$ cat src/rtl/pe_db_if.sv
// rtl/pe_db_if.sv - operand, psum and forwarding bundle for one pe_db grid point
//
// Purpose: groups the per-cycle op/data inputs and registered outputs of a PE.
// Ports (slave view = the PE):
//   in : operation_signal_in[3], valid_in, act_data_in, wgt_data_in, result_in
//   out: act_data_out, wgt_data_out, result_out, valid_out, sat_flag
interface pe_db_if #(
    parameter int ACT_WIDTH    = 8,
    parameter int WGT_WIDTH    = 8,
    parameter int PE_OUT_WIDTH = 32
);
    logic [2:0]              operation_signal_in;
    logic                    valid_in;
    logic [ACT_WIDTH-1:0]    act_data_in;
    logic [WGT_WIDTH-1:0]    wgt_data_in;
    logic [PE_OUT_WIDTH-1:0] result_in;
    logic [ACT_WIDTH-1:0]    act_data_out;
    logic [WGT_WIDTH-1:0]    wgt_data_out;
    logic [PE_OUT_WIDTH-1:0] result_out;
    logic                    valid_out;
    logic                    sat_flag;

    modport slave (
        input  operation_signal_in, valid_in, act_data_in, wgt_data_in, result_in,
        output act_data_out, wgt_data_out, result_out, valid_out, sat_flag
    );

    modport master (
        output operation_signal_in, valid_in, act_data_in, wgt_data_in, result_in,
        input  act_data_out, wgt_data_out, result_out, valid_out, sat_flag
    );
endinterface

$ cat src/rtl/pe_db.sv
// rtl/pe_db.sv - double-buffered WS/OS systolic processing element
//
// Purpose: one MAC cell supporting weight-stationary flow (psum passes through,
// weight held in w_active with a shadow copy loadable in the background) and
// output-stationary flow (local accumulator, flushed then drained downstream).
// Ports:
//   clk   - rising-edge clock
//   reset - synchronous, active-high; clears every register
//   bus   - pe_db_if.slave: op code, valid, act/wgt/psum in; registered
//           act/wgt forwarding, result, valid and sticky sat_flag out
// Assumes MULT_OUT_WIDTH >= ACT_WIDTH, >= WGT_WIDTH and PE_OUT_WIDTH >= MULT_OUT_WIDTH.
module pe_db #(
    parameter int ACT_WIDTH      = 8,
    parameter int WGT_WIDTH      = 8,
    parameter int MULT_OUT_WIDTH = ACT_WIDTH + WGT_WIDTH,
    parameter int PE_OUT_WIDTH   = 32,
    parameter int SIGNED         = 0,
    parameter int SATURATE       = 0
) (
    input  logic     clk,
    input  logic     reset,
    pe_db_if.slave   bus
);
    localparam int A  = ACT_WIDTH;
    localparam int WG = WGT_WIDTH;
    localparam int M  = MULT_OUT_WIDTH;
    localparam int W  = PE_OUT_WIDTH;
    localparam bit SX  = (SIGNED != 0);
    localparam bit SAT = (SATURATE != 0);

    typedef enum logic [2:0] {
        OP_WS_FLOW     = 3'b000,
        OP_W_LOAD      = 3'b001,
        OP_NOP_2       = 3'b010,
        OP_W_SWAP_FLOW = 3'b011,
        OP_OS_FLOW     = 3'b100,
        OP_OS_FLUSH    = 3'b101,
        OP_OS_DRAIN    = 3'b110,
        OP_NOP_7       = 3'b111
    } op_e;

    logic [WG-1:0] w_active_q, w_active_d;
    logic [WG-1:0] w_shadow_q, w_shadow_d;
    logic [W-1:0]  acc_q,      acc_d;
    logic [A-1:0]  act_out_q,  act_out_d;
    logic [WG-1:0] wgt_out_q,  wgt_out_d;
    logic [W-1:0]  result_q,   result_d;
    logic          valid_q,    valid_d;
    logic          sat_q,      sat_d;

    op_e           op;
    logic [WG-1:0] wgt_operand;
    logic [W-1:0]  addend;
    logic [M-1:0]  act_ext, wgt_ext, prod;
    logic [W:0]    prod_x, addend_x, sum;
    logic          ovf;
    logic [W-1:0]  clamp_val;
    logic [W-1:0]  mac_val;
    logic          sat_hit;

    // Shared MAC: OS accumulates acc with the streaming weight, WS adds the
    // incoming psum to the stationary weight product.
    always_comb begin
        op          = op_e'(bus.operation_signal_in);
        wgt_operand = (op == OP_OS_FLOW) ? bus.wgt_data_in : w_active_q;
        addend      = (op == OP_OS_FLOW) ? acc_q : bus.result_in;

        act_ext  = {{(M-A){SX & bus.act_data_in[A-1]}}, bus.act_data_in};
        wgt_ext  = {{(M-WG){SX & wgt_operand[WG-1]}}, wgt_operand};
        // Low M bits of the product are identical for signed and unsigned
        // once the operands are extended to M bits.
        prod     = act_ext * wgt_ext;
        prod_x   = {{(W+1-M){SX & prod[M-1]}}, prod};
        addend_x = {SX & addend[W-1], addend};
        sum      = addend_x + prod_x;

        // Signed: the extra bit is the true sign, disagreement with bit W-1
        // means the result left the W-bit range. Unsigned: carry-out.
        if (SX) begin
            ovf       = sum[W] ^ sum[W-1];
            clamp_val = sum[W] ? {1'b1, {(W-1){1'b0}}} : {1'b0, {(W-1){1'b1}}};
        end else begin
            ovf       = sum[W];
            clamp_val = {W{1'b1}};
        end

        sat_hit = SAT & ovf;
        mac_val = sat_hit ? clamp_val : sum[W-1:0];
    end

    always_comb begin
        w_active_d = w_active_q;
        w_shadow_d = w_shadow_q;
        acc_d      = acc_q;
        act_out_d  = act_out_q;
        wgt_out_d  = wgt_out_q;
        result_d   = result_q;
        sat_d      = sat_q;
        valid_d    = bus.valid_in;

        if (bus.valid_in) begin
            act_out_d = bus.act_data_in;
            wgt_out_d = bus.wgt_data_in;
            unique case (op)
                OP_WS_FLOW: begin
                    result_d = mac_val;
                    sat_d    = sat_q | sat_hit;
                end
                OP_W_LOAD: begin
                    w_shadow_d = bus.wgt_data_in;
                    result_d   = bus.result_in;
                end
                OP_W_SWAP_FLOW: begin
                    // MAC above already used the old active weight.
                    result_d   = mac_val;
                    sat_d      = sat_q | sat_hit;
                    w_active_d = w_shadow_q;
                end
                OP_OS_FLOW: begin
                    acc_d    = mac_val;
                    result_d = mac_val;
                    sat_d    = sat_q | sat_hit;
                end
                OP_OS_FLUSH: begin
                    result_d = acc_q;
                    acc_d    = '0;
                end
                OP_OS_DRAIN: begin
                    result_d = bus.result_in;
                end
                default: begin
                end
            endcase
        end
    end

    always_ff @(posedge clk) begin
        if (reset) begin
            w_active_q <= '0;
            w_shadow_q <= '0;
            acc_q      <= '0;
            act_out_q  <= '0;
            wgt_out_q  <= '0;
            result_q   <= '0;
            valid_q    <= 1'b0;
            sat_q      <= 1'b0;
        end else begin
            w_active_q <= w_active_d;
            w_shadow_q <= w_shadow_d;
            acc_q      <= acc_d;
            act_out_q  <= act_out_d;
            wgt_out_q  <= wgt_out_d;
            result_q   <= result_d;
            valid_q    <= valid_d;
            sat_q      <= sat_d;
        end
    end

    assign bus.act_data_out = act_out_q;
    assign bus.wgt_data_out = wgt_out_q;
    assign bus.result_out   = result_q;
    assign bus.valid_out    = valid_q;
    assign bus.sat_flag     = sat_q;
endmodule

$ cat src/flat_wrapper.sv
// flat-port wrapper written by rule: the top's interface ports become plain ports
module pe_db_flat 
#(
    parameter int ACT_WIDTH      = 8,
    parameter int WGT_WIDTH      = 8,
    parameter int MULT_OUT_WIDTH = ACT_WIDTH + WGT_WIDTH,
    parameter int PE_OUT_WIDTH   = 32,
    parameter int SIGNED         = 0,
    parameter int SATURATE       = 0
)
  (clk, reset, bus_operation_signal_in, bus_valid_in, bus_act_data_in, bus_wgt_data_in, bus_result_in, bus_act_data_out, bus_wgt_data_out, bus_result_out, bus_valid_out, bus_sat_flag);
  pe_db_if #(.ACT_WIDTH(ACT_WIDTH), .WGT_WIDTH(WGT_WIDTH), .PE_OUT_WIDTH(PE_OUT_WIDTH)) bus_i ();
  input  logic clk;
  input  logic reset;
  input wire logic [$bits(bus_i.operation_signal_in)-1:0] bus_operation_signal_in;
  input wire logic [$bits(bus_i.valid_in)-1:0] bus_valid_in;
  input wire logic [$bits(bus_i.act_data_in)-1:0] bus_act_data_in;
  input wire logic [$bits(bus_i.wgt_data_in)-1:0] bus_wgt_data_in;
  input wire logic [$bits(bus_i.result_in)-1:0] bus_result_in;
  output wire logic [$bits(bus_i.act_data_out)-1:0] bus_act_data_out;
  output wire logic [$bits(bus_i.wgt_data_out)-1:0] bus_wgt_data_out;
  output wire logic [$bits(bus_i.result_out)-1:0] bus_result_out;
  output wire logic [$bits(bus_i.valid_out)-1:0] bus_valid_out;
  output wire logic [$bits(bus_i.sat_flag)-1:0] bus_sat_flag;
  assign bus_i.operation_signal_in = bus_operation_signal_in;
  assign bus_i.valid_in = bus_valid_in;
  assign bus_i.act_data_in = bus_act_data_in;
  assign bus_i.wgt_data_in = bus_wgt_data_in;
  assign bus_i.result_in = bus_result_in;
  assign bus_act_data_out = bus_i.act_data_out;
  assign bus_wgt_data_out = bus_i.wgt_data_out;
  assign bus_result_out = bus_i.result_out;
  assign bus_valid_out = bus_i.valid_out;
  assign bus_sat_flag = bus_i.sat_flag;
  pe_db #(.ACT_WIDTH(ACT_WIDTH), .WGT_WIDTH(WGT_WIDTH), .MULT_OUT_WIDTH(MULT_OUT_WIDTH), .PE_OUT_WIDTH(PE_OUT_WIDTH), .SIGNED(SIGNED), .SATURATE(SATURATE)) u_core (.clk(clk), .reset(reset), .bus(bus_i));
endmodule
$ cat config.mk
export PLATFORM = sky130hd
export DESIGN_NAME = pe_db_flat
export DESIGN_NICKNAME = d
export VERILOG_FILES = /design/src/rtl/pe_db_if.sv /design/src/rtl/pe_db.sv /design/src/flat_wrapper.sv
export SDC_FILE = /design/constraint.sdc
export NUM_CORES = 1
export LEC_CHECK = 0
export CORE_MARGIN = 1
export CORE_UTILIZATION = 28
export DETAILED_ROUTE_END_ITERATION = 7
export HOLD_SLACK_MARGIN = 0.02
export PLACE_DENSITY = 0.56
export SYNTH_ARGS = -nofsm -noshare
export SYNTH_HDL_FRONTEND = slang
export SYNTH_SLANG_ARGS = --single-unit
$ cat constraint.sdc
create_clock -name clk -period 9.6 [get_ports clk]
set_clock_uncertainty 0.2 [all_clocks]
set_input_delay 0.96 -clock clk [delete_from_list [all_inputs] [get_ports clk]]
set_output_delay 0.96 -clock clk [all_outputs]
set_load 0.02 [all_outputs]
==> out/qor.csv, run 1 <==
metric,value,unit
route.detailed.drc,0,
antenna_found_initial,0,
post_cts_buffers,0,
yosys-mux-area-fraction,0.09072,
wl_per_cell,16.71,µm
r2r-start,u_core.w_active_q[2]$_SDFFE_PP0P_,
min_path_type,reg2reg,
nets,1076,
n_antenna_cell,0,
synthesis.nets,1000,
holdCritStartpoint,u_core.w_shadow_q[1]$_SDFFE_PP0P_,
synth-compound-area-share,0.1774,
core,25980,µm²
layout_common_cells,"clkdlybuf4s50_1 (101), dfxtp_1 (97), inv_1 (91), nand2_1 (86), a21oi_1 (60)",
synthCells,855,
hpwlAfterDp,15.64,mm
r2r_setup_slack,3.76,ns
die-area,27000,µm²
final_layout_size_suffix_gt1_frac,0.05556,
rows,59,
drtIter0Drc,361,
htreeDepth,3,
irDropWorstVdd,0.07332,mV
cpMostUsedCell,fa_1,
fp.dieW,164.3,µm
hold_path_depth,2,
reg2reg_to,u_core.acc_q[23]$_SDFFE_PP0P_,
synth_edf_count,0,
cts_resized,0,
reg2reg_depth,16,
cpPeakStageDelay,0.77,ns
routabilityCongestion,0.8227,
ys_seq_area_frac,0.2632,
final_area,8992,µm²
required,9.66,ns
clk_pin_slew,0.08,ns
cp-start-kind,input port,
cts_buffers,9,
synthSimpleGateAreaFrac,0.1652,
setup_tns,0,ns
placed_cell_area,8708,µm²
min_period,7.505,ns
final_common_cell,clkdlybuf4s50_1,
grt_pass1_wl,34.47,mm
first_global_vias,6422,
cts_buffer_depth,2,
grt.total_usage,0.1654,
portBuffers,102,
cts_tree,built,
synth_ff_type,dfxtp_1,
avgSynthCellArea,8.630,µm²
final_antenna_net_count,0,
start_util,0.2839,
holdWs,0.2550,ns
gr-total-overflow,0,
slew_viol_final,0,
cellPowerDensity,123.0,nW/µm²
die_h,164.3,µm
cts_root_buf,clkbuf_16,
cp-end-kind,register,
drt_first_pass_iters,5,
crit_start,bus_operation_signal_in[1],
cp_cell_sequence,clkdlybuf4s50_1 > or3b_2 > mux2i_1 > nor2b_1 > fa_1 > fa_1 > fa_1 > inv_1 > fa_1 > inv_1 > ha_1 > a21oi_1 > o21ai_0 > a221oi_2 > o22a_1 > or3_1 > a32o_1,
cp.arrival,7.57,ns
cts.sinks,97,
status,completed,
max_cap_violations,0,
hold_violations,0,
drt-vias-per-instance,5.076,
synth-xor-area-share,0.02611,
ctsHoldBuffers,0,
ys_seq_elements,97,
grt_max_degree,55,
syn-cell-area,7378,µm²
slowest_stage,or3b_2,
fmax,0.1332,GHz
period_share,0.7818,
vias,6452,
cp_max_fo,12,
synth_top_family_by_area,adder cells,
routed_wl,21.24,mm
synth_warnings,0,
clkLatencyLatePin,0.37,ns
synthArstFlopShare,0,
p_leak,3.828,nW
synth_cell_types,58,
whs_endpoint,u_core.w_active_q[1]$_SDFFE_PP0P_,
path_class,in2reg,
rsz0062_at_grt,false,
area_delta_synth_final,21.88,%
synth_adder_area_share,0.2052,
power.total,1.106,mW
maxSlewHeadroom,0.3231,
finalSetupViolCount,0,
pin_count,104,
tightest_slew,1.014,ns
per-layer routing:
layer,GRT usage,vias up,wire (µm)
met5,0,-,0
li1,-,3106,-
met1,0.2242,3192,10210
met4,0.03914,0,199
met3,0.02525,11,788
met2,0.2737,143,10040
metrics by stage:
step                instances  utilization  worst slack (ns)
floorplan                 855            -             2.625
global placement         1255       0.3351             1.903
detailed placement       1255       0.3351             1.747
CTS                      1271       0.3461             2.129
global route             1271       0.3461             1.708
finish                   1271       0.3461             2.095
worst max-delay path, delay by kind of cell:
kind                     cells  cell delay [ns]
multiplexers                 1             0.61
buffers and inverters        3             0.66
adder cells (fa/ha/maj)      5             2.46
AND/OR/NAND/NOR              3             1.33
AO/OA/AOI/OAI                5             1.56
logic make-up (layout without fill, tap and decap cells):
family	after synthesis	in the layout
AO/OA/AOI/OAI	195	195
XOR/XNOR	22	22
adder cells (fa/ha/maj)	91	91
buffers and inverters	136	217
flip-flops	97	97
multiplexers	65	65
other	1	1
AND/OR/NAND/NOR	248	248
cell usage after synthesis, types with 2 or more instances:
library cell   n  area, µm²
ha_1          41      513.0
a22o_1        10      87.58
nand3_1       22      110.1
nor2b_1       40      250.2
nand4_1       11      68.82
a22oi_1        9      67.56
o21ai_1        2      10.01
nand2b_1      13      81.33
or2_2          2      12.51
nand4b_1       2      17.52
fa_1          50       1001
nand3b_1       2      15.01
or3_1          4      25.02
xnor2_1       17      148.9
xor2_1         5      43.79
a21oi_1       60      300.3
nand2_1       86      322.8
a221oi_1      32      280.3
dfxtp_1       97       1942
mux2i_1       52      520.5
clkbuf_1      31      116.4
mux2_2        12      135.1
and2_1         7      43.79
a211oi_1       4      30.03
o31ai_1        2      15.01
inv_1         91      341.6
a32o_1         5      50.05
and3_1         7      43.79
a31oi_1        5      31.28
nor3_1         4      20.02
nor2_1        42      157.7
o21ai_0       45      225.2
o21bai_1       3      22.52
buf_1          6      22.52
a21o_1         6      45.04
buf_2          6      30.03
sequential cells by signal, indices dropped and copies added (netlist names):
signal                   count
u_core.bus.wgt_data_out      8
u_core.bus.valid_out         1
u_core.bus.result_out       32
u_core.bus.act_data_out      8
u_core.acc_q                32
u_core.w_active_q            8
u_core.w_shadow_q            8
power by group:
group / internal, mW / switching, mW
sequential: 0.424 / 0.0130
clock: 0.181 / 0.181
combinational: 0.129 / 0.179
total: 0.734 / 0.372
final cells by class:
class                           instances  area (µm²)
Clock inverter                          7       58.81
Inverter                               91       341.6
Sequential cell                        97        1942
Clock buffer                            9       225.2
Fill cell                            2778       16990
Tap cell                              335       419.2
Timing Repair Buffer                  110        1076
Multi-Input combinational cell        622        4930
how the worst max path moves through the flow:
| stage | endpoint | slack (ns) | cells past startpoint |
|---|---|---|---|
| 2_1_floorplan | u_core.acc_q[23]$_SDFFE_PP0P_ | 2.62 | 20 |
| 3_3_place_gp | u_core.acc_q[23]$_SDFFE_PP0P_ | 1.90 | 17 |
| 3_5_place_dp | u_core.acc_q[21]$_SDFFE_PP0P_ | 1.75 | 17 |
| 4_1_cts | u_core.acc_q[23]$_SDFFE_PP0P_ | 2.13 | 17 |
| 5_1_grt | u_core.acc_q[27]$_SDFFE_PP0P_ | 1.71 | 17 |
| 6_report | u_core.acc_q[23]$_SDFFE_PP0P_ | 2.09 | 17 |
Power figures use the tool's default switching activity.
==> run 2: changes to the inputs <==
==> constraint.sdc (replaced) <==
create_clock -name clk -period 7.5 [get_ports clk]
set_clock_uncertainty 0.2 [all_clocks]
set_input_delay 0.75 -clock clk [delete_from_list [all_inputs] [get_ports clk]]
set_output_delay 0.75 -clock clk [all_outputs]
set_load 0.02 [all_outputs]
==> out/qor.csv, run 2 (same netlist as run 1, synthesis figures left out) <==
metric,value,unit
fp.dieW,164.3,µm
cp_cell_sequence,clkdlybuf4s50_1 > or3b_2 > mux2i_1 > nor2b_1 > fa_1 > fa_1 > fa_1 > inv_1 > fa_1 > inv_1 > ha_1 > a21oi_1 > o21ai_0 > a221oi_2 > buf_4 > o22ai_2 > nand3_1 > or3_1 > o21ai_0,
p_leak,3.884,nW
wl_per_cell,16.66,µm
pwr-share-clk,0.333,
status,completed,
drtIter0Drc,383,
gr-total-overflow,0,
n_antenna_cell,0,
slowest_stage,o21ai_0,
maxSlewHeadroom,0.2912,
cts_resized,0,
placed_cells,1266,
path_class,in2reg,
cpPeakStageDelay,0.64,ns
reg2reg_depth,17,
cts_root_buf,clkbuf_16,
cts_tree,built,
cts_buffers,9,
hpwlAfterDp,15.67,mm
die_h,164.3,µm
final_antenna_net_count,0,
cp.depth,19,
power_frac_seq,0.390,
post_cts_buffers,0,
cp_max_fo,8,
stdcell_count,1282,
irDropWorstVdd,0.1048,mV
drt-vias-per-instance,5.025,
grt_max_degree,55,
portBuffers,102,
final_common_cell,clkdlybuf4s50_1,
path_buf_inv,4,
start_util,0.2839,
fmax,0.1434,GHz
layout_common_cells,"clkdlybuf4s50_1 (101), dfxtp_1 (97), inv_1 (91), nand2_1 (86), a21oi_1 (60)",
grt_pass1_wl,34.85,mm
met1_usage,0.2228,
switching_share,0.3404,
min_period,6.971,ns
cellPowerDensity,158.0,nW/µm²
crit_family,adder cells,
grt_util_met3,0.03207,
p_int,946.1,µW
slew_viol_final,0,
rows,59,
min_path_type,reg2reg,
clkLatencyLatePin,0.37,ns
routed_wl,21.36,mm
cts.sinks,97,
power.total,1.434,mW
routabilityCongestion,0.8432,
ctsHoldBuffers,0,
antenna_found_initial,0,
max_cap_violations,0,
top_usage_layer,met2,
pin_count,104,
area_delta_synth_final,23.08,%
rsz0062_at_grt,false,
required,7.60,ns
die-area,27000,µm²
grt_use_met2,0.2791,
hold_path_depth,2,
cp.arrival,7.07,ns
cpMostUsedCell,fa_1,
setup_tns,0,ns
clk_pin_slew,0.09,ns
power.switching,488.3,µW
final_layout_size_suffix_gt1_frac,0.06653,
cp-end-kind,register,
drt_first_pass_iters,7,
nets,1087,
power_frac_comb,0.277,
finalSetupViolCount,0,
core,25980,µm²
htreeDepth,3,
hold_violations,0,
first_global_vias,6421,
tightest_slew,1.062,ns
vias,6442,
cp-start-kind,input port,
grt.total_usage,0.1669,
cts_buffer_depth,2,
route.detailed.drc,0,
period_share,0.9295,
## run 2: changes by cell type in the layout (fill, tap and decap cells not counted), sizes merged
cell / change
clkinvlp: -1
buf: +11
clkinv: +1
## run 2: power groups by stage
stage / registers [mW] / logic (mW) / clock network (mW)
global route: 0.563 / 0.442 / 0.517
CTS: 0.559 / 0.402 / 0.494
global placement: 0.571 / 0.398 / 0
detailed placement: 0.571 / 0.400 / 0
floorplan: 0.595 / 0.218 / 0
finish: 0.559 / 0.398 / 0.478
## run 2: cell type report
class,count,area (µm²)
well taps,335,419.2
multi-input cells,622,4925
inverters,91,341.6
repair buffers,121,1159
flip-flops and latches,97,1942
fillers,2717,16900
clock inverters,7,70.07
clock buffers,9,225.2
## run 2: path summary, 6_finish.rpt
path	start	slack, ns	to
worst max-delay path	bus_operation_signal_in[2]	0.53	u_core.acc_q[25]$_SDFFE_PP0P_
worst min-delay path	u_core.w_shadow_q[4]$_SDFFE_PP0P_	0.26	u_core.w_active_q[4]$_SDFFE_PP0P_
worst max register to register	u_core.w_active_q[6]$_SDFFE_PP0P_	1.80	u_core.acc_q[25]$_SDFFE_PP0P_
worst min register to register	u_core.w_shadow_q[4]$_SDFFE_PP0P_	0.26	u_core.w_active_q[4]$_SDFFE_PP0P_
## run 2: worst reg2reg max path: stages (launching register included)
cell	delay (ns)
dfxtp_1	0.32
mux2i_1	0.47
nor2b_1	0.14
fa_1	0.50
fa_1	0.52
fa_1	0.54
inv_1	0.05
fa_1	0.52
inv_1	0.04
ha_1	0.36
a21oi_1	0.11
o21ai_0	0.64
a221oi_2	0.19
buf_4	0.19
o22ai_2	0.31
nand3_1	0.14
or3_1	0.33
o21ai_0	0.07
## run 2: per-layer routing
metal / vias to the layer above / share of wire
met5: - / 0
met3: 10 / 0.046
met4: 0 / 0.0065
met2: 154 / 0.47
met1: 3150 / 0.47
li1: 3128 / -
## run 2: stage by stage
step / util / setup WS (ns) / cell area [µm²] / hold WS (ns)
6_report: 0.3495 / 0.5287 / 9081 / 0.2550
5_1_grt: 0.3495 / 0.08554 / 9081 / 0.2678
4_1_cts: 0.3495 / 0.5722 / 9081 / 0.2556
3_5_place_dp: 0.3381 / 0.1779 / 8786 / 0.2437
3_3_place_gp: 0.3381 / 0.2612 / 8786 / 0.2370
2_1_floorplan: - / 0.7350 / 7378 / 0.2312
